**config.mk**
```make
export PLATFORM = sky130hd
export DESIGN_NAME = ads868x_seq_ctrl
export DESIGN_NICKNAME = d
export VERILOG_FILES = /design/src/rtl/ads868x_seq_ctrl.sv
export SDC_FILE = /design/constraint.sdc
export NUM_CORES = 1
export LEC_CHECK = 0
export ABC_AREA = 0
export BUFFER_PORTS_ARGS = -buffer_cell sky130_fd_sc_hd__buf_2
export CAP_MARGIN = 10
export CORE_MARGIN = 2
export CORE_UTILIZATION = 40
export CTS_CLUSTER_DIAMETER = 60
export DETAILED_ROUTE_END_ITERATION = 7
export PLACE_DENSITY_LB_ADDON = 0.2
export SLEW_MARGIN = 20
export SYNTH_ARGS = -nofsm -noshare
export SYNTH_HDL_FRONTEND = slang
export SYNTH_SLANG_ARGS = --single-unit
```
**constraint.sdc**
```tcl
create_clock -name clk -period 3.9 [get_ports clk]
set_input_delay 0.78 -clock clk [delete_from_list [all_inputs] [get_ports clk]]
set_output_delay 0.78 -clock clk [all_outputs]
set_load 0.02 [all_outputs]
```
**src/rtl/ads868x_seq_ctrl.sv**
```systemverilog
`default_nettype none
// ------------------------------------------------------------------------
// ads868x_seq_ctrl : channel-scan SPI sequencer for ADS868x ADCs
// Revision 1.0
// ------------------------------------------------------------------------
module ads868x_seq_ctrl #(
  parameter int NUM_CH    = 4,
  parameter int DATA_W    = 16,
  parameter int SCLK_HALF = 2,
  parameter int CSN_IDLE  = 4
) (
  input  logic              clk,
  input  logic              rst_n,
  input  logic              start,
  input  logic [NUM_CH-1:0] ch_mask,
  output logic              busy,
  output logic              data_valid,
  output logic [2:0]        data_ch,
  output logic [DATA_W-1:0] data,
  output logic              csn,
  output logic              sclk,
  output logic              sdi,
  input  logic              sdo
);

  localparam int DIV_W = (SCLK_HALF > 1) ? $clog2(SCLK_HALF) : 1;
  localparam int GAP_W = (CSN_IDLE > 1) ? $clog2(CSN_IDLE) : 1;
  localparam logic [DIV_W-1:0] DIV_LAST = DIV_W'(SCLK_HALF - 1);
  localparam logic [GAP_W-1:0] GAP_LAST = GAP_W'(CSN_IDLE - 1);

  typedef enum logic [1:0] {
    IDLE  = 2'd0,
    SETUP = 2'd1,
    SHIFT = 2'd2,
    GAP   = 2'd3
  } state_t;

  state_t state, state_nxt;

  logic [DIV_W-1:0]  div_cnt;
  logic [GAP_W-1:0]  gap_cnt;
  logic [4:0]        fall_cnt;
  logic [31:0]       tx_sr;
  logic [DATA_W-1:0] rx_sr;
  logic [NUM_CH-1:0] mask_rem;
  logic [2:0]        cur_ch;
  logic [2:0]        prev_ch;
  logic              cur_nop;
  logic              first_frame;

  logic       div_done;
  logic       gap_done;
  logic       accept;
  logic       rise_evt;
  logic       fall_evt;
  logic       frame_end;
  logic       next_frame;
  logic [2:0] pick_start;
  logic [2:0] pick_rem;

  function automatic logic [2:0] lowest_ch(input logic [NUM_CH-1:0] m);
    lowest_ch = 3'd0;
    for (int i = NUM_CH - 1; i >= 0; i--) begin
      if (m[i]) lowest_ch = 3'(i);
    end
  endfunction

  // Manual-channel-select command: 4'hC with ch[2] in bit 28, ch[1:0] below it.
  function automatic logic [31:0] frame_cmd(input logic [2:0] ch);
    frame_cmd = {3'b110, ch[2], ch[1:0], 26'd0};
  endfunction

  function automatic logic [NUM_CH-1:0] drop_ch(input logic [NUM_CH-1:0] m,
                                                input logic [2:0]        ch);
    drop_ch = m & ~(NUM_CH'(1) << ch);
  endfunction

  assign div_done   = (div_cnt == DIV_LAST);
  assign gap_done   = (gap_cnt == GAP_LAST);
  assign accept     = (state == IDLE) && start && (|ch_mask);
  assign rise_evt   = div_done && ((state == SETUP) || ((state == SHIFT) && !sclk));
  assign fall_evt   = div_done && (state == SHIFT) && sclk;
  assign frame_end  = fall_evt && (fall_cnt == 5'd31);
  assign next_frame = (state == GAP) && gap_done && !cur_nop;
  assign pick_start = lowest_ch(ch_mask);
  assign pick_rem   = lowest_ch(mask_rem);
  assign busy       = (state != IDLE);

  always_ff @(posedge clk or negedge rst_n) begin
    if (!rst_n) state <= IDLE;
    else        state <= state_nxt;
  end

  always_comb begin
    state_nxt = state;
    case (state)
      IDLE:    if (accept)    state_nxt = SETUP;
      SETUP:   if (div_done)  state_nxt = SHIFT;
      SHIFT:   if (frame_end) state_nxt = GAP;
      GAP:     if (gap_done)  state_nxt = cur_nop ? IDLE : SETUP;
      default:                state_nxt = IDLE;
    endcase
  end

  always_ff @(posedge clk or negedge rst_n) begin
    if (!rst_n) begin
      div_cnt     <= '0;
      gap_cnt     <= '0;
      fall_cnt    <= '0;
      tx_sr       <= '0;
      rx_sr       <= '0;
      mask_rem    <= '0;
      cur_ch      <= '0;
      prev_ch     <= '0;
      cur_nop     <= 1'b0;
      first_frame <= 1'b0;
      csn         <= 1'b1;
      sclk        <= 1'b0;
      sdi         <= 1'b0;
      data_valid  <= 1'b0;
      data_ch     <= '0;
      data        <= '0;
    end else begin
      data_valid <= 1'b0;

      if (((state == SETUP) || (state == SHIFT)) && !div_done) div_cnt <= div_cnt + 1'b1;
      else                                                     div_cnt <= '0;

      if ((state == GAP) && !gap_done) gap_cnt <= gap_cnt + 1'b1;
      else                             gap_cnt <= '0;

      // The mask is latched here; later ch_mask activity never reaches the scan.
      if (accept) begin
        tx_sr       <= frame_cmd(pick_start);
        cur_ch      <= pick_start;
        mask_rem    <= drop_ch(ch_mask, pick_start);
        cur_nop     <= 1'b0;
        first_frame <= 1'b1;
        fall_cnt    <= '0;
        csn         <= 1'b0;
      end

      if (next_frame) begin
        prev_ch     <= cur_ch;
        first_frame <= 1'b0;
        csn         <= 1'b0;
        if (|mask_rem) begin
          tx_sr    <= frame_cmd(pick_rem);
          cur_ch   <= pick_rem;
          mask_rem <= drop_ch(mask_rem, pick_rem);
        end else begin
          tx_sr   <= '0;
          cur_nop <= 1'b1;
        end
      end

      // Only the first DATA_W bits of a frame form the result, so capture stops there.
      if (rise_evt) begin
        sclk  <= 1'b1;
        sdi   <= tx_sr[31];
        tx_sr <= {tx_sr[30:0], 1'b0};
        if (int'(fall_cnt) < DATA_W) rx_sr <= {rx_sr[DATA_W-2:0], sdo};
      end

      if (fall_evt) begin
        sclk     <= 1'b0;
        fall_cnt <= fall_cnt + 1'b1;
      end

      // Frame j carries the conversion commanded in frame j-1.
      if (frame_end) begin
        csn <= 1'b1;
        if (!first_frame) begin
          data_valid <= 1'b1;
          data       <= rx_sr;
          data_ch    <= prev_ch;
        end
      end
    end
  end

endmodule
`default_nettype wire

```
==> metrics.md, run 1 <==
| Metric | Value |
|---|---|
| Share of synthesized flip-flops with an asynchronous set or reset | `1.000` |
| Final period utilization | `0.6105` |
| First-pass GRT wire length | `~8600 µm` |
| Combinational share of power | `0.241` |
| Worst hold slack | `between 0.4 and 0.5 ns` |
| CTS resizes | `0` |
| Most used cell along the critical path | `ha_1` |
| Worst skew pair latency | `about 0.34 ns` |
| Sw power | `slightly below 0.7 mW` |
| Worst path required time | `4.12 ns` |
| Core ar. | `slightly above 7000 µm²` |
| Multi-input gate area | `about 1100 µm²` |
| CTS Sinks | `67` |
| CP Cell Sequence | `ha_1 -> and3_1 -> ha_1 -> nand4_1 -> nor2_2 -> mux2_2` |
| Clock-pin slew on the worst setup and hold paths | `~0.07 ns` |
| Row Count | `31` |
| Post-synth EDFFs | `0` |
| CP startpoint kind | `flip-flop` |
| I/O Buffers | `31` |
| CTS Root Cell | `clkbuf_8` |
| # diodes | `0` |
| DR vias | `approximately 1900` |
| Static leakage | `between 1.5 and 2 nW` |
| Mux share of post-synthesis cell area | `0.1588` |
| CTS Buf Count | `9` |
| Crit path capture type | `flip-flop` |
| Chip Width | `approximately 89 µm` |
| All-Layer GR Usage | `0.1420` |
| #FFs+latches synth | `67` |
| Vias in the first global route | `~1800` |
| Skew final | `approximately 0.0055 ns` |
| Dominant synthesized flop cell | `dfrtp_1` |
| Cell area power density | `around 640 nW/µm²` |
| Max Freq | `around 0.42 GHz` |
| Setup Fix Bufs, Post-CTS | `0` |
| Sw frac | `0.3100` |
| Most frequent cells in the layout | `dfrtp_1 (66), nand2_1 (31), buf_2 (31), mux2_2 (26), o21ai_0 (18)` |
| Slowest CP cell | `nor2_2` |
| Largest net degree at the start of global routing | `68` |
| Synth Area in Compound Gates | `0.09056` |
| Final setup violation count | `0` |
| CP Class | `reg2reg` |
| Setup TNS Final | `0 ns` |
| Final number of hold-violating endpoints | `0` |
| Die area | `approximately 8000 µm²` |
| Max IR drop VDD | `around 0.3 mV` |
| Avg Inst Size Synth | `between 10 and 15 µm²` |
| Clk pwr share | `0.317` |
| Max-cap violations | `0` |
| Yosys synthesis warning count | `0` |
| Final Max Slew Viols | `0` |
| Largest family of logic cells by synthesized area | `multiplexers` |
| Synth Area in Adders | `0.03433` |
| CTS tree | `built` |
| Outcome | `completed` |
| Crit path buf inv count | `0` |
| Die Y | `roughly 89 µm` |
| Yosys cell types | `between 40 and 50` |
| Initial antenna violation count | `0` |
| WP data arrival | `2.60 ns` |
| RSZ-0062 raised after global routing | `no` |
| Syn Nets | `between 200 and 300` |
| Fillers | `682` |
| Register area | `1678 µm²` |
| CTS H-tree lvls | `3` |
| Worst min-delay path category | `reg2reg` |
| Commonest non-fill, non-tap cell in the layout | `dfrtp_1` |
| Post-Syn Instances | `236` |
| WL/cell | `around 13 µm` |
| Area Overhead vs Synth | `16.05%` |
| Final Net Count | `288` |
| Simple-Gate Fraction of Synth Area | `0.1099` |
| I/O pin total | `32` |
| Post-route antenna net violation count | `0` |
| Share of post-route cells with drive strength above 1 | `0.3225` |
| Worst-Margin Slew | `~1 ns` |
| Seq/Total Area, Yosys | `0.5755` |
| Initial DRC count | `61` |
| Clock Tree Buf Depth | `2` |
| Critical path fanouts, max | `20` |
| Vias per Instance | `4.979` |
| Sequential power share | `0.441` |
| Routability cong. | `between 0.7 and 0.8` |
| Initial core utilization | `0.4085` |
| DRT Wirelength | `around 5000 µm` |
| CP max stage delay | `around 0.8 ns` |
| Int Power | `about 1.5 mW` |
| Hpwl dp | `around 3400 µm` |
| Final min period | `between 2 and 2.5 ns` |
| Grt total ovfl | `0` |
| # hold bufs at CTS | `0` |
| CP top delay family | `simple AND/OR/NAND/NOR gates` |
| Max-Slew Margin vs Limit | `0.3349` |
| Detailed Routing Iterations Pass 1 | `4` |
| Remaining DRCs | `0` |
| Netlist Area Pre-Place | `between 2000 and 3000 µm²` |
| Synth Area in XOR/XNOR | `0` |
-- flip-flops by register name, summed over array words and instances (netlist names) --
name / flops
csn: 1
cur_ch: 3
cur_nop: 1
data: 16
data_ch: 3
data_valid: 1
div_cnt: 1
fall_cnt: 5
first_frame: 1
gap_cnt: 2
mask_rem: 4
prev_ch: 3
rx_sr: 16
sclk: 1
sdi: 1
state: 2
tx_sr: 6
-- final timing paths --
path / slack (ns) / from / depth (start not counted) / to
max in group asynchronous: 2.73 / rst_n / 2 / prev_ch[1]
setup reg to reg: 1.52 / fall_cnt[0] / 6 / data_ch[2]
hold reg to reg: 0.43 / gap_cnt[0] / 1 / gap_cnt[0]
hold / removal: 0.43 / gap_cnt[0] / 1 / gap_cnt[0]
min in group asynchronous: 0.60 / rst_n / 2 / data[12]
setup / recovery: 1.52 / fall_cnt[0] / 6 / data_ch[2]
-- cell type report --
class / instances / share of cell area
Multi-Input combinational cell: 154 / 0.3399
Inverter: 8 / 0.008876
Clock inverter: 6 / 0.03402
Clock buffer: 9 / 0.03661
Timing Repair Buffer: 32 / 0.04808
Tap cell: 99 / 0.03661
Sequential cell: 67 / 0.4959
-- synthesized netlist by cell type (2+ instances only) --
cell        n  area [µm²]
a211oi_1    2       15.01
a21oi_1     4       20.02
and3_1      3       18.77
buf_2       2       10.01
buf_6       2       22.52
clkbuf_1    2       7.510
dfrtp_1    66        1652
ha_1        8       100.1
inv_1       8       30.03
mux2_2     26       292.8
mux2_4     10       150.1
mux2i_1     2       20.02
nand2_1    31       116.4
nand3_1     2       10.01
nand4_1     2       12.51
nor2_1     13       48.80
nor2b_1     4       25.02
o21a_1      2       15.01
o21ai_0    18       90.09
o22ai_1     3       18.77
o2bb2ai_1   3       26.28
-- power groups by stage --
stage          sequential, mW  clock [mW]  combinational (mW)
6_report                0.960       0.690               0.525
5_1_grt                 0.981       0.737               0.603
4_1_cts                 0.959       0.706               0.532
3_5_place_dp            0.972           0               0.528
3_3_place_gp            0.971           0               0.523
2_1_floorplan           0.952           0               0.433
-- per-layer routing --
metal,part of all wire,global-route usage,vias up
met4,0.013,0.05699,0
met2,0.45,0.2128,43
met5,0,0,-
li1,-,-,903
met3,0.044,0.04709,6
met1,0.49,0.1904,915
-- stage by stage --
| step | instance area, µm² | cells | util | setup slack [ns] | power (mW) |
|---|---|---|---|---|---|
| 4_1_cts | 3383 | 375 | 0.4741 | 1.467 | 2.198 |
| 5_1_grt | 3383 | 375 | 0.4741 | 1.316 | 2.321 |
| 2_1_floorplan | 2915 | 236 | - | 2.026 | 1.385 |
| 3_5_place_dp | 3144 | 360 | 0.4406 | 1.480 | 1.500 |
| 6_report | 3383 | 375 | 0.4741 | 1.519 | 2.176 |
| 3_3_place_gp | 3144 | 360 | 0.4406 | 1.536 | 1.493 |
-- cells by family after synthesis --
logic type	after synthesis
AND/OR/NAND/NOR	66
buffers and inverters	15
multiplexers	38
flip-flops	67
AO/OA/AOI/OAI	42
adder cells (fa/ha/maj)	8
No activity file was read; power rests on OpenSTA's default activity.
==> inputs of run 2 (changes only) <==
==> constraint.sdc (replaced) <==
create_clock -name clk -period 2.4 [get_ports clk]
set_input_delay 0.48 -clock clk [delete_from_list [all_inputs] [get_ports clk]]
set_output_delay 0.48 -clock clk [all_outputs]
set_load 0.02 [all_outputs]
==> run 2 against run 1 <==
Die area did not move; highest routed layer unchanged; first-iteration DRC count is 9.8% higher; largest cell class unchanged; total power grew 53%; core utilization fell by 0.14 points; non-clock buffer count is 3 higher; sequential share of layout area rose by 0.15 points; cell count rose by 1.1%; fmax up 16%; flip-flop and latch count unchanged; critical path type unchanged; hold slack got worse by 0.39 ns; worst setup slack got worse by 1.2 ns; global-route usage increased by 0.22 points.
==> metrics.md, run 2 (synthesis gave the netlist of run 1 again) <==
| Metric | Value |
|---|---|
| Outcome | `completed` |
| CP Depth | `6 (unchanged)` |
| # hold bufs at CTS | `0 (unchanged)` |
| Crit path buf inv count | `1 (+1)` |
| Setup Fix Bufs, Post-CTS | `0 (unchanged)` |
| CP top delay family | `simple AND/OR/NAND/NOR gates` |
| Crit path capture type | `flip-flop` |
| CP Class | `reg2reg` |
| Vias in the first global route | `1786 (-0.33%)` |
| Worst skew pair latency | `0.34 ns (about the same)` |
| Max-Slew Margin vs Limit | `0.5943 (+0.2595)` |
| Worst-Margin Slew | `0.6044 ns (-0.3922 ns)` |
| All-Layer GR Usage | `0.1442 (+0.002216)` |
| Int Power | `2.237 mW (+49%)` |
| Static leakage | `1.707 nW (-0.43%)` |
| FF-to-FF Start | `state[0]` |
| Largest net degree at the start of global routing | `52 (-24%)` |
| CTS Buf Count | `9 (unchanged)` |
| Final setup violation count | `0 (unchanged)` |
| Max Freq | `0.4893 GHz (+16%)` |
| Post-route antenna net violation count | `0 (unchanged)` |
| Worst setup path endpoint | `rx_sr[12]` |
| # diodes | `0 (unchanged)` |
| I/O Buffers | `31 (unchanged)` |
| Routability cong. | `0.7985 (+7.2%)` |
| Critical path fanouts, max | `16 (-20%)` |
| Share of post-route cells with drive strength above 1 | `0.3286 (+0.006108)` |
| Final Net Count | `291 (+1.0%)` |
| Final period utilization | `0.8516 (+0.2411)` |
| Remaining DRCs | `0 (unchanged)` |
| First-pass GRT wire length | `8611 µm (+0.57%)` |
| Clock Tree Buf Depth | `2 (unchanged)` |
| Commonest non-fill, non-tap cell in the layout | `dfrtp_1` |
| CTS Root Cell | `clkbuf_8` |
| CP Launch Point | `state[0]` |
| Final number of hold-violating endpoints | `0 (unchanged)` |
| Die area | `7987 µm² (unchanged)` |
| DR vias | `1840 (-1.4%)` |
| Final Max Slew Viols | `0 (unchanged)` |
| Clk pwr share | `0.275 (-0.042)` |
| WL/cell | `13.15 µm (-1.7%)` |
| Vias per Instance | `4.855 (-2.5%)` |
| Die Y | `89.37 µm (unchanged)` |
| CP Cell Sequence | `inv_1 -> ha_1 -> nor2b_2 -> o21a_1 -> nand2b_4 -> mux2_4` |
| Worst min-delay path category | `in2async` |
| Core ar. | `7137 µm² (unchanged)` |
| RSZ-0062 raised after global routing | `no` |
| CTS Sinks | `67 (unchanged)` |
| Sequential power share | `0.469 (+0.028)` |
| R2r worst-path depth | `6 (unchanged)` |
| Max-cap violations | `0 (unchanged)` |
| Initial antenna violation count | `0 (unchanged)` |
| Clock-pin slew on the worst setup and hold paths | `0.08 ns (about the same)` |
| Most frequent cells in the layout | `dfrtp_1 (66), nand2_1 (31), buf_2 (31), mux2_2 (26), o21ai_0 (18)` |
| Worst R2R End | `rx_sr[12]` |
| Worst path required time | `2.63 ns (-1.49 ns)` |
| Sw frac | `0.3262 (+0.01626)` |
| Chip Width | `89.37 µm (unchanged)` |
| CP startpoint kind | `flip-flop` |
| CTS tree | `built` |
| WP data arrival | `2.27 ns (-0.33 ns)` |
| Multi-input gate area | `1150 µm² (unchanged)` |
| Final min period | `2.044 ns (-0.3371 ns)` |
| Detailed Routing Iterations Pass 1 | `4 (unchanged)` |
| Skew final | `0.009564 ns (+0.004022 ns)` |
| Initial core utilization | `0.4085 (unchanged)` |
| R2R Setup Slk | `0.36 ns (-1.16 ns)` |
| Hpwl dp | `3497 µm (+4.2%)` |
| Area Overhead vs Synth | `15.71%` |
| Register area | `1678 µm² (unchanged)` |
| Cell area power density | `984.4 nW/µm² (+53%)` |
| Setup TNS Final | `0 ns (unchanged)` |
| Slowest CP cell | `dfrtp_1` |
| Combinational share of power | `0.256 (+0.015)` |
| CTS H-tree lvls | `3 (unchanged)` |
| I/O pin total | `32 (unchanged)` |
| Fillers | `708 (+3.8%)` |
| Row Count | `31 (unchanged)` |
| CTS resizes | `0 (unchanged)` |
| Max IR drop VDD | `0.4927 mV (+64%)` |
| Final Util | `0.4727 (-0.001402)` |
| Sw power | `1.083 mW (+61%)` |
| Grt total ovfl | `0 (unchanged)` |
| CP max stage delay | `0.40 ns (-0.39 ns)` |
| DRT Wirelength | `4983 µm (-0.70%)` |
| Initial DRC count | `67 (+9.8%)` |
| Largest regs | `data (16), rx_sr (16), tx_sr (6)` |
==> run 2: cell count changes in the layout (fill, tap and decap cells not counted) <==
cell	delta
bufinv_16	-2
buf_12	+1
clkbuf_1	+1
clkinv_2	+1
clkinvlp_4	+2
buf_4	+2
clkinv_4	-1
==> run 2: metrics by stage <==
step	power, mW	hold WS (ns)	setup WS (ns)	instances	instance area [µm²]
6_report	3.320	0.04351	0.3561	379	3373
5_1_grt	3.558	0.05309	0.1972	379	3373
4_1_cts	3.366	0.04583	0.3409	379	3373
3_5_place_dp	2.437	0.4281	0.3612	363	3179
3_3_place_gp	2.425	0.4249	0.4267	363	3179
2_1_floorplan	2.251	0.1844	0.5396	236	2915
==> run 2: layout make-up <==
type | count | area share
multi-input cells | 154 | 0.3409
flip-flops and latches | 67 | 0.4974
well taps | 99 | 0.03672
inverters | 8 | 0.008902
clock buffers | 10 | 0.03783
repair buffers | 35 | 0.05861
clock inverters | 6 | 0.01966
==> run 2: worst min path at each step <==
| stage | startpoint | to | depth (start not counted) |
|---|---|---|---|
| 6_report | rst_n | data[12] | 1 |
| 4_1_cts | rst_n | data[12] | 1 |
| 3_3_place_gp | gap_cnt[0] | gap_cnt[0] | 1 |
| 2_1_floorplan | rst_n | cur_ch[0] | 0 |
| 5_1_grt | rst_n | data[12] | 1 |
| 3_5_place_dp | rst_n | data[12] | 1 |
==> run 2: power groups by stage <==
stage / Sequential, mW / Clock, mW / Combinational, mW
2_1_floorplan: 1.55 / 0 / 0.703
3_3_place_gp: 1.58 / 0 / 0.848
3_5_place_dp: 1.58 / 0 / 0.859
4_1_cts: 1.56 / 0.944 / 0.862
5_1_grt: 1.59 / 1.00 / 0.964
6_report: 1.56 / 0.914 / 0.849
==> run 2: metal layers <==
metal / routed length (µm) / global-route usage
met1: 2513 / 0.1994
met2: 2155 / 0.2061
met3: 234 / 0.05263
met4: 80 / 0.05699
met5: 0 / 0
==> inputs of run 3 (changes only) <==
--- a/config.mk
+++ b/config.mk
@@ -9,7 +9,7 @@
 export BUFFER_PORTS_ARGS = -buffer_cell sky130_fd_sc_hd__buf_2
 export CAP_MARGIN = 10
 export CORE_MARGIN = 2
-export CORE_UTILIZATION = 40
+export CORE_UTILIZATION = 58
 export CTS_CLUSTER_DIAMETER = 60
 export DETAILED_ROUTE_END_ITERATION = 7
 export PLACE_DENSITY_LB_ADDON = 0.2
==> run 3 against run 2 <==
Via count is 3.1% higher; highest routed layer unchanged; combinational power up 2%; worst setup slack worse by 0.068 ns.
==> metrics.md, run 3 (synthesis gave the netlist of run 1 again) <==
| Metric | Value |
|---|---|
| Outcome | `completed` |
| I/O pin total | `32 (unchanged)` |
| Post-Layout Cell Count | `345 (-9.0%)` |
| Commonest non-fill, non-tap cell in the layout | `dfrtp_1` |
| # hold bufs at CTS | `0 (unchanged)` |
| Row Count | `25 (-19%)` |
| Initial antenna violation count | `0 (unchanged)` |
| Final number of hold-violating endpoints | `0 (unchanged)` |
| # diodes | `0 (unchanged)` |
| First-pass GRT wire length | `8597 µm (-0.16%)` |
| CTS tree | `built` |
| I/O Buffers | `31 (unchanged)` |
| Max IR drop VDD | `0.6303 mV (+28%)` |
| Critical path fanouts, max | `16 (unchanged)` |
| CP max stage delay | `0.40 ns (about the same)` |
| Final setup violation count | `0 (unchanged)` |
| Layer with the highest usage | `met2` |
| Final worst slack | `0.2878 ns (-0.06829 ns)` |
| Chip Width | `74.90 µm (-16%)` |
| Max Freq | `0.4734 GHz (-3.2%)` |
| Worst skew pair latency | `0.34 ns (about the same)` |
| CTS resizes | `0 (unchanged)` |
| Die Y | `74.90 µm (-16%)` |
| Hpwl dp | `3452 µm (-1.3%)` |
| CP Depth | `6 (unchanged)` |
| Final period utilization | `0.8801 (+0.02845)` |
| CP startpoint kind | `flip-flop` |
| Worst path required time | `2.63 ns (about the same)` |
| Skew final | `0.007786 ns (-0.001778 ns)` |
| Most frequent cells in the layout | `dfrtp_1 (66), nand2_1 (31), buf_2 (31), mux2_2 (26), o21ai_0 (18)` |
| CTS Root Cell | `clkbuf_8` |
| Static leakage | `1.701 nW (-0.33%)` |
| Share of post-route cells with drive strength above 1 | `0.3201 (-0.008428)` |
| Slowest CP cell | `dfrtp_1` |
| Area Overhead vs Synth | `13.61%` |
| CP Class | `reg2reg` |
| Post-route antenna net violation count | `0 (unchanged)` |
| Routability cong. | `0.7999 (+0.18%)` |
| Largest net degree at the start of global routing | `68 (+31%)` |
| Detailed Routing Iterations Pass 1 | `4 (unchanged)` |
| R2r worst-path depth | `6 (unchanged)` |
| Setup Fix Bufs, Post-CTS | `0 (unchanged)` |
| CTS H-tree lvls | `3 (unchanged)` |
| GR Util met1 | `0.2948 (+0.09539)` |
| Grt total ovfl | `0 (unchanged)` |
| Setup TNS Final | `0 ns (unchanged)` |
| Routing usage on met2 | `0.3060 (+0.09998)` |
| Vias per Instance | `5.499 (+13%)` |
| Clock Tree Buf Depth | `2 (unchanged)` |
| All-Layer GR Usage | `0.2108 (+0.06658)` |
| DP Cell Count | `330 (-9.1%)` |
| FF-to-FF Start | `state[0]` |
| Final min period | `2.112 ns (+0.06829 ns)` |
| WP data arrival | `2.34 ns (+0.07 ns)` |
| Cell area power density | `1001 nW/µm² (+1.7%)` |
| Remaining DRCs | `0 (unchanged)` |
| Crit path capture type | `flip-flop` |
| CTS Buf Count | `9 (unchanged)` |
| Clock-pin slew on the worst setup and hold paths | `0.07 ns (about the same)` |
| Max-Slew Margin vs Limit | `0.5430 (-0.05138)` |
| CP top delay family | `simple AND/OR/NAND/NOR gates` |
| CTS Sinks | `67 (unchanged)` |
| Die area | `5609 µm² (-30%)` |
| Final Net Count | `290 (-0.34%)` |
| DR vias | `1897 (+3.1%)` |
| Worst-Margin Slew | `0.6683 ns (+0.06384 ns)` |
| Place WS | `0.3306 ns (-0.03064 ns)` |
| Final Util | `0.6920 (+0.2194)` |
| Worst R2R End | `rx_sr[11]` |
| Core ar. | `4786 µm² (-33%)` |
| Final Max Slew Viols | `0 (unchanged)` |
| CP Cell Sequence | `inv_1 -> ha_1 -> nor2b_2 -> o21a_1 -> nand2b_4 -> mux2_4` |
| Max-cap violations | `0 (unchanged)` |
| Met3 usage | `0.05355 (+0.0009159)` |
| RSZ-0062 raised after global routing | `no` |
| Largest regs | `data (16), rx_sr (16), tx_sr (6)` |
| DRT Wirelength | `5245 µm (+5.3%)` |
| WL/cell | `15.20 µm (+16%)` |
| R2R Setup Slk | `0.29 ns (-0.07 ns)` |
| Vias in the first global route | `1837 (+2.9%)` |
| Worst min-delay path category | `in2async` |
| Crit path buf inv count | `1 (unchanged)` |
| Initial core utilization | `0.6092 (+0.2007)` |
| Initial DRC count | `153 (+130%)` |
[run 3: changes by cell type in the layout (fill, tap and decap cells not counted)]
cell / change
clkinvlp_4: -1
buf_4: -1
clkinv_4: -1
nor2_2: -1
clkinv_2: +1
nor2_1: +1
[run 3: routing by layer]
metal  routed length, µm  share of wire
met1                2467           0.47
met2                2454           0.47
met3                 244          0.047
met4                  79          0.015
met5                   0              0
[run 3: worst max path at each step]
stage | startpoint | to
2_1_floorplan | state[0] | rx_sr[10]
3_3_place_gp | state[0] | rx_sr[14]
3_5_place_dp | state[0] | rx_sr[14]
4_1_cts | state[0] | rx_sr[5]
5_1_grt | state[0] | rx_sr[5]
6_report | state[0] | rx_sr[11]
[run 3: cell type report]
| class | count | area, µm² |
|---|---|---|
| clock inverters | 5 | 55.05 |
| inverters | 8 | 30.03 |
| multi-input cells | 154 | 1147 |
| fillers | 361 | 1474 |
| flip-flops and latches | 67 | 1678 |
| well taps | 67 | 83.83 |
| repair buffers | 34 | 190.2 |
| clock buffers | 10 | 127.6 |
[run 3: through the flow]
step / power, mW / hold WS, ns / instance area (µm²)
after floorplan: 2.251 / 0.1844 / 2915
final: 3.316 / 0.1441 / 3312
after global placement: 2.412 / 0.4242 / 3129
after CTS: 3.332 / 0.1572 / 3312
after global routing: 3.522 / 0.1697 / 3312
after detailed placement: 2.441 / 0.4275 / 3129
[run 3: power breakdown]
part	switching, mW	total (mW)	internal (mW)
Sequential	0.200	1.57	1.37
Combinational	0.480	0.869	0.389
Clock	0.407	0.877	0.470
Total	1.09	3.32	2.23
[run 3: worst register-to-register path, cell delays in order, from the launching register on]
cell and delay [ns]:
dfrtp_1 0.40, inv_1 0.15, ha_1 0.27, nor2b_2 0.18, o21a_1 0.38, nand2b_4 0.27
mux2_4 0.36
